## src/rtl/snake_pkg.sv

```systemverilog
// Shared constants for the snake scoreboard: FSM encoding, BCD digit geometry
// and the score limits used by the controller and its BCD incrementer.
package snake_pkg;

  typedef enum logic [1:0] {
    ST_IDLE = 2'd0,
    ST_PLAY = 2'd1,
    ST_OVER = 2'd2
  } state_t;

  localparam int DIGIT_W    = 4;
  localparam int NUM_DIGITS = 4;

  localparam logic [15:0] SCORE_MAX  = 16'h9999;
  localparam logic [15:0] SCORE_ZERO = 16'h0000;

endpackage

```

## src/rtl/snake_bcd_inc.sv

```systemverilog
// Combinational 4-digit packed-BCD incrementer that saturates at 9999.
module snake_bcd_inc
  import snake_pkg::*;
(
  input  logic [DIGIT_W*NUM_DIGITS-1:0] i_value,
  output logic [DIGIT_W*NUM_DIGITS-1:0] o_value
);

  logic               carry;
  logic [DIGIT_W-1:0] digit;

  always_comb begin
    o_value = i_value;
    carry   = 1'b1;
    digit   = '0;
    if (i_value != SCORE_MAX) begin
      // Ripple the +1 upward: a 9 rolls to 0 and keeps the carry alive.
      for (int d = 0; d < NUM_DIGITS; d++) begin
        digit = i_value[d*DIGIT_W +: DIGIT_W];
        if (carry) begin
          if (digit >= 4'd9) begin
            o_value[d*DIGIT_W +: DIGIT_W] = '0;
          end else begin
            o_value[d*DIGIT_W +: DIGIT_W] = digit + 4'd1;
            carry                         = 1'b0;
          end
        end
      end
    end
  end

endmodule

```

## src/rtl/snake_score_ctrl.sv

```systemverilog
// Snake game score controller: score/high-score tracking and scoreboard display mux.
// Optional feature macro: SNAKE_HISCORE_EN (high score and OVER-state alternation).
module snake_score_ctrl
  import snake_pkg::*;
#(
  parameter int ALT_PERIOD  = 50_000_000,
  parameter int SCORE_WIDTH = 16
) (
  input  logic                   i_Clk,
  input  logic                   i_Reset,
  input  logic                   i_NewGame,
  input  logic                   i_Eat,
  input  logic                   i_GameOver,
  output logic [SCORE_WIDTH-1:0] o_Score,
  output logic [SCORE_WIDTH-1:0] o_HighScore,
  output logic [SCORE_WIDTH-1:0] o_DisplayValue,
  output logic                   o_ShowingHigh,
  output logic                   o_Playing,
  output logic [1:0]             o_State
);

  // Inputs are single-cycle pulses sampled on the rising edge; no handshake.
  state_t                 state_q, state_d;
  logic [SCORE_WIDTH-1:0] score_q, score_d;
  logic [SCORE_WIDTH-1:0] disp_q, disp_d;
  logic                   playing_q, playing_d;
  logic [SCORE_WIDTH-1:0] inc_value;

`ifdef SNAKE_HISCORE_EN
  localparam int CNT_W = (ALT_PERIOD > 1) ? $clog2(ALT_PERIOD) : 1;
  localparam logic [CNT_W-1:0] CNT_LAST = CNT_W'(ALT_PERIOD - 1);

  logic [SCORE_WIDTH-1:0] high_q, high_d;
  logic [CNT_W-1:0]       cnt_q, cnt_d;
  logic                   show_q, show_d;
`endif

  snake_bcd_inc u_bcd_inc (
    .i_value (score_q),
    .o_value (inc_value)
  );

  always_comb begin
    state_d = state_q;
    score_d = score_q;
`ifdef SNAKE_HISCORE_EN
    high_d  = high_q;
`endif
    // Priority: new game, then game over, then eat.
    case (state_q)
      ST_IDLE: begin
        if (i_NewGame) begin
          state_d = ST_PLAY;
          score_d = SCORE_ZERO;
        end
      end
      ST_PLAY: begin
        if (i_NewGame) begin
          score_d = SCORE_ZERO;
        end else if (i_GameOver) begin
          state_d = ST_OVER;
`ifdef SNAKE_HISCORE_EN
          if (score_q > high_q) high_d = score_q;
`endif
        end else if (i_Eat) begin
          score_d = inc_value;
        end
      end
      ST_OVER: begin
        if (i_NewGame) begin
          state_d = ST_PLAY;
          score_d = SCORE_ZERO;
        end
      end
      default: state_d = ST_IDLE;
    endcase

    playing_d = (state_d == ST_PLAY);

`ifdef SNAKE_HISCORE_EN
    // Phase counter runs only while staying in OVER; entering OVER starts at 0.
    cnt_d  = '0;
    show_d = 1'b0;
    if (state_q == ST_OVER && state_d == ST_OVER) begin
      if (cnt_q == CNT_LAST) begin
        cnt_d  = '0;
        show_d = ~show_q;
      end else begin
        cnt_d  = cnt_q + 1'b1;
        show_d = show_q;
      end
    end
    disp_d = show_d ? high_d : score_d;
`else
    disp_d = score_d;
`endif
  end

  always_ff @(posedge i_Clk) begin
    if (i_Reset) begin
      state_q   <= ST_IDLE;
      score_q   <= SCORE_ZERO;
      disp_q    <= SCORE_ZERO;
      playing_q <= 1'b0;
`ifdef SNAKE_HISCORE_EN
      high_q    <= SCORE_ZERO;
      cnt_q     <= '0;
      show_q    <= 1'b0;
`endif
    end else begin
      state_q   <= state_d;
      score_q   <= score_d;
      disp_q    <= disp_d;
      playing_q <= playing_d;
`ifdef SNAKE_HISCORE_EN
      high_q    <= high_d;
      cnt_q     <= cnt_d;
      show_q    <= show_d;
`endif
    end
  end

  assign o_Score        = score_q;
  assign o_DisplayValue = disp_q;
  assign o_Playing      = playing_q;
  assign o_State        = state_q;
`ifdef SNAKE_HISCORE_EN
  assign o_HighScore    = high_q;
  assign o_ShowingHigh  = show_q;
`else
  assign o_HighScore    = '0;
  assign o_ShowingHigh  = 1'b0;
`endif

endmodule

```

## config.mk

```make
export PLATFORM = sky130hd
export DESIGN_NAME = snake_score_ctrl
export DESIGN_NICKNAME = d
export VERILOG_FILES = /design/src/rtl/snake_pkg.sv /design/src/rtl/snake_bcd_inc.sv /design/src/rtl/snake_score_ctrl.sv
export SDC_FILE = /design/constraint.sdc
export NUM_CORES = 1
export LEC_CHECK = 0
export CAP_MARGIN = 10
export CORE_MARGIN = 8
export CORE_UTILIZATION = 45
export CTS_BUF_LIST = sky130_fd_sc_hd__clkbuf_8
export DETAILED_ROUTE_END_ITERATION = 8
export PLACE_DENSITY = 0.89
export SLEW_MARGIN = 20
export SYNTH_ARGS = -nofsm -noshare
export SYNTH_HDL_FRONTEND = slang
export SYNTH_SLANG_ARGS = --single-unit
```

## constraint.sdc

```tcl
create_clock -name i_Clk -period 2.5 [get_ports i_Clk]
set_input_delay 0.25 -clock i_Clk [delete_from_list [all_inputs] [get_ports i_Clk]]
set_output_delay 0.25 -clock i_Clk [all_outputs]
set_load 0.02 [all_outputs]
```

==> results.py <==
metrics = {
    "setup_path": {
        "cp.required_ns": 2.70,
        "worstPathMaxFanout": 7,
        "crit_path_top_delay_cell": "sky130_fd_sc_hd__or3b_2",
        "worst_setup_end_kind": "flop",
        "start_kind": "flop",
        "timing.critical_path.cells": "inv_1 -> ha_1 -> or3b_2 -> a311oi_1 -> a211o_2 -> mux2_2 -> nor2_1",
        "cp_data_arrival_time_ns": 2.35,
        "critPathKind": "reg -> reg",
        "crit_path_max_incr_delay_ns": 0.48,
    },
    "placed_design": {
        "io_buffer_count": 39,
        "dp_hpwl_um": 2490,
        "numPlacedInstances": 239,
        "gp_routability_congestion": 0.995,
        "dp_worst_setup_slack_ns": 0.377,
    },
    "clocking": {
        "cts_root_buffer": "sky130_fd_sc_hd__clkbuf_8",
        "cts.reportedPaths.clkPinSlew_ns": 0.07,
        "clock_insertion_delay_worst_skew_ns": 0.26,
        "count_of_instances_resized_after_the_clock_tree_is_built": 0,
        "post-cts-setup-buffer-count": 0,
        "maximum_buffer_depth_of_the_clock_tree": 2,
        "tritoncts_clock_tree": "yes",
        "cts_max_level": 1,
        "tritoncts_buffers": 3,
        "cts-hold-fix-buffers": 0,
        "cts_num_sinks": 19,
    },
    "yosys": {
        "synth_top_area_share": 0.261,
        "number_of_enable_flip_flop_cells_after_synthesis": 0,
        "ys_async_rst_share": 0,
        "postSynthAreaPerCell_um2": 8.38,
        "syn_area_um2": 1460,
        "yosysTopAreaCell": "sky130_fd_sc_hd__dfxtp_1",
        "synth_cell_types": 46,
        "most_used_flip_flop_cell_after_synthesis": "sky130_fd_sc_hd__dfxtp_1",
        "synth-seq-cells": 19,
        "ys_top_cells_by_area": "sky130_fd_sc_hd__dfxtp_1 (26%), sky130_fd_sc_hd__buf_4 (17%), sky130_fd_sc_hd__ha_1 (10%), sky130_fd_sc_hd__a21oi_1 (4.1%), sky130_fd_sc_hd__inv_1 (3.9%)",
        "gate_count_after_technology_mapping": 174,
        "sequential_cell_area_fraction_in_the_yosys_report": 0.261,
        "ys.warnings.count": 0,
    },
    "layout": {
        "num_antenna_cells": 0,
        "num-nets-final": 217,
        "post_route_cells_drive_above_1_share": 0.0955,
        "finalNonFillerCells": 243,
        "flow.area_growth_from_synthesis_pct": 21.2,
    },
    "sta": {
        "rsz_0062_raised_after_global_routing": "false",
        "report.final.slew_viol_count": 0,
        "tns_ns": 0,
        "max-slew-margin-rel": 0.624,
        "worst_slack_ns": 0.353,
        "final.min_clock_period_ns": 2.15,
        "fmax_mhz": 466,
        "hold_viol": 0,
        "tightest_slew_ns": 0.560,
        "final_cycle_share": 0.859,
        "fin_skew_ns": 0.00175,
        "report.final.setup_viol": 0,
        "hold_worst_slack_ns": 0.542,
    },
    "detailed_routing": {
        "dr.first_iter.drc_count": 82,
        "drt_first_pass_iters": 4,
        "route.antenna.remaining_nets": 0,
        "routedWlPerCell_um": 13.0,
        "vias_per_cell": 5.05,
        "route.vias.total": 1227,
        "postRouteWirelength_um": 3150,
        "post-route-drc-count": 0,
    },
    "floorplanning": {
        "die_width_um": 72.9,
        "placeableCoreArea_um2": 3080,
        "pin_count": 57,
        "die_area_um2": 5320,
        "initial_core_util": 0.474,
        "placement_rows": 20,
        "die_height_um": 72.9,
    },
    "pwr": {
        "cellLeakagePower_uw": 0.000633,
        "pwrdens_nw_per_um2": 367,
        "power.ir.vdd_worst_v": 0.000380,
    },
    "job": {
        "maxCapViolCount": 0,
    },
    "global_routing": {
        "globalRouteTotalUtil": 0.117,
        "total_gr_overflow": 0,
        "antenna_found_initial": 0,
        "via_count_of_the_first_global_routing_pass": 1192,
        "grt_first_pass_wirelength_um": 5150,
        "grt_start_max_net_pins": 12,
    },
    "status": {
        "status": "completed",
    },
    "min_path": {
        "hold_path_class": "reg -> reg",
    },
}
-- critical path, delay by kind of cell (launching register included) --
kind / cells / cell delay (ns)
multiplexers: 1 / 0.34
AO/OA/AOI/OAI: 2 / 0.49
adder cells (fa/ha/maj): 1 / 0.21
AND/OR/NAND/NOR: 2 / 0.55
flip-flops: 1 / 0.42
buffers and inverters: 1 / 0.09
-- final cells by class --
type                            count  area (um2)
Multi-Input combinational cell    119         818
Clock inverter                      1        3.75
Timing Repair Buffer               42         413
Clock buffer                        3        41.3
Sequential cell                    19         380
Tap cell                           44        55.1
Fill cell                         275        1310
Inverter                           15        56.3
-- where the power goes --
part / total [uW] / switching [uW] / internal, uW
clock network: 210 / 101 / 109
logic: 122 / 76.7 / 45.4
registers: 316 / 8.32 / 308
-- flip-flops by register name, summed over array words and instances (netlist names) --
| name | cells |
|---|---|
| o_DisplayValue | 16 |
| o_Playing | 1 |
| o_State | 2 |
-- cell usage after synthesis, drive strengths merged, types with 2 or more instances --
library cell  count
a211oi            3
a21boi            2
a21oi            14
a221oi            2
buf              35
clkbuf            2
dfxtp            19
ha               12
inv              15
mux2              2
nand2             7
nand2b            2
nand3             9
nand3b            2
nor2              7
nor3              3
nor3b             2
nor4              2
o21ai             7
o32ai             3
or2               2
or3               5
or3b              4
-- through the flow --
step / util / total power (uW) / instance area (um2)
global route: 0.574 / 677 / 1770
finish: 0.574 / 648 / 1770
detailed placement: 0.560 / 444 / 1720
global placement: 0.560 / 441 / 1720
floorplan: - / 430 / 1520
CTS: 0.574 / 655 / 1770
-- final timing paths --
path / start / end / slack [ns] / depth (start not counted)
max reg2reg: o_DisplayValue[5]$_SDFFE_PP0P_ / o_DisplayValue[9]$_SDFFE_PP0P_ / 0.35 / 7
min reg2reg: o_DisplayValue[15]$_SDFFE_PP0P_ / o_DisplayValue[15]$_SDFFE_PP0P_ / 0.54 / 2
max: o_DisplayValue[5]$_SDFFE_PP0P_ / o_DisplayValue[9]$_SDFFE_PP0P_ / 0.35 / 7
min: o_DisplayValue[15]$_SDFFE_PP0P_ / o_DisplayValue[15]$_SDFFE_PP0P_ / 0.54 / 2
-- cells in the final DEF, fill, tap and decap left out, types with 2 or more instances in the layout --
cell type,n
sky130_fd_sc_hd__a211oi_1,2
sky130_fd_sc_hd__a21boi_1,2
sky130_fd_sc_hd__a21oi_1,12
sky130_fd_sc_hd__a21oi_2,2
sky130_fd_sc_hd__buf_4,3
sky130_fd_sc_hd__clkbuf_8,3
sky130_fd_sc_hd__clkdlybuf4s50_1,39
sky130_fd_sc_hd__conb_1,17
sky130_fd_sc_hd__dfxtp_1,19
sky130_fd_sc_hd__ha_1,12
sky130_fd_sc_hd__inv_1,16
sky130_fd_sc_hd__mux2_2,2
sky130_fd_sc_hd__nand2_1,7
sky130_fd_sc_hd__nand2b_1,2
sky130_fd_sc_hd__nand3_1,9
sky130_fd_sc_hd__nand3b_1,2
sky130_fd_sc_hd__nor2_1,7
sky130_fd_sc_hd__nor3_1,3
sky130_fd_sc_hd__nor3b_1,2
sky130_fd_sc_hd__o21ai_0,5
sky130_fd_sc_hd__o21ai_1,2
sky130_fd_sc_hd__o32ai_2,2
sky130_fd_sc_hd__or3_1,5
sky130_fd_sc_hd__or3b_1,2
sky130_fd_sc_hd__or3b_2,2
-- logic make-up (layout without fill, tap and decap cells) --
kind of cell / Yosys count / after routing / synth area share
buf+inv: 52 / 61 / 0.220
simple gates: 49 / 49 / 0.200
compound gates: 37 / 37 / 0.186
flops: 19 / 19 / 0.261
fa+ha+maj: 12 / 12 / 0.103
mux: 3 / 3 / 0.0223
other cells: 1 / 17 / 0.00257
xor+xnor: 1 / 1 / 0.00600
-- routing by layer --
metal / vias to the layer above / track usage / share of wire
met5: - / 0 / 0
li1: 604 / - / -
met1: 572 / 0.130 / 0.41
met4: 0 / 0.0378 / 0.0079
met2: 47 / 0.202 / 0.49
met3: 4 / 0.0426 / 0.093
Note: power is estimated with default switching activity, not from simulation.
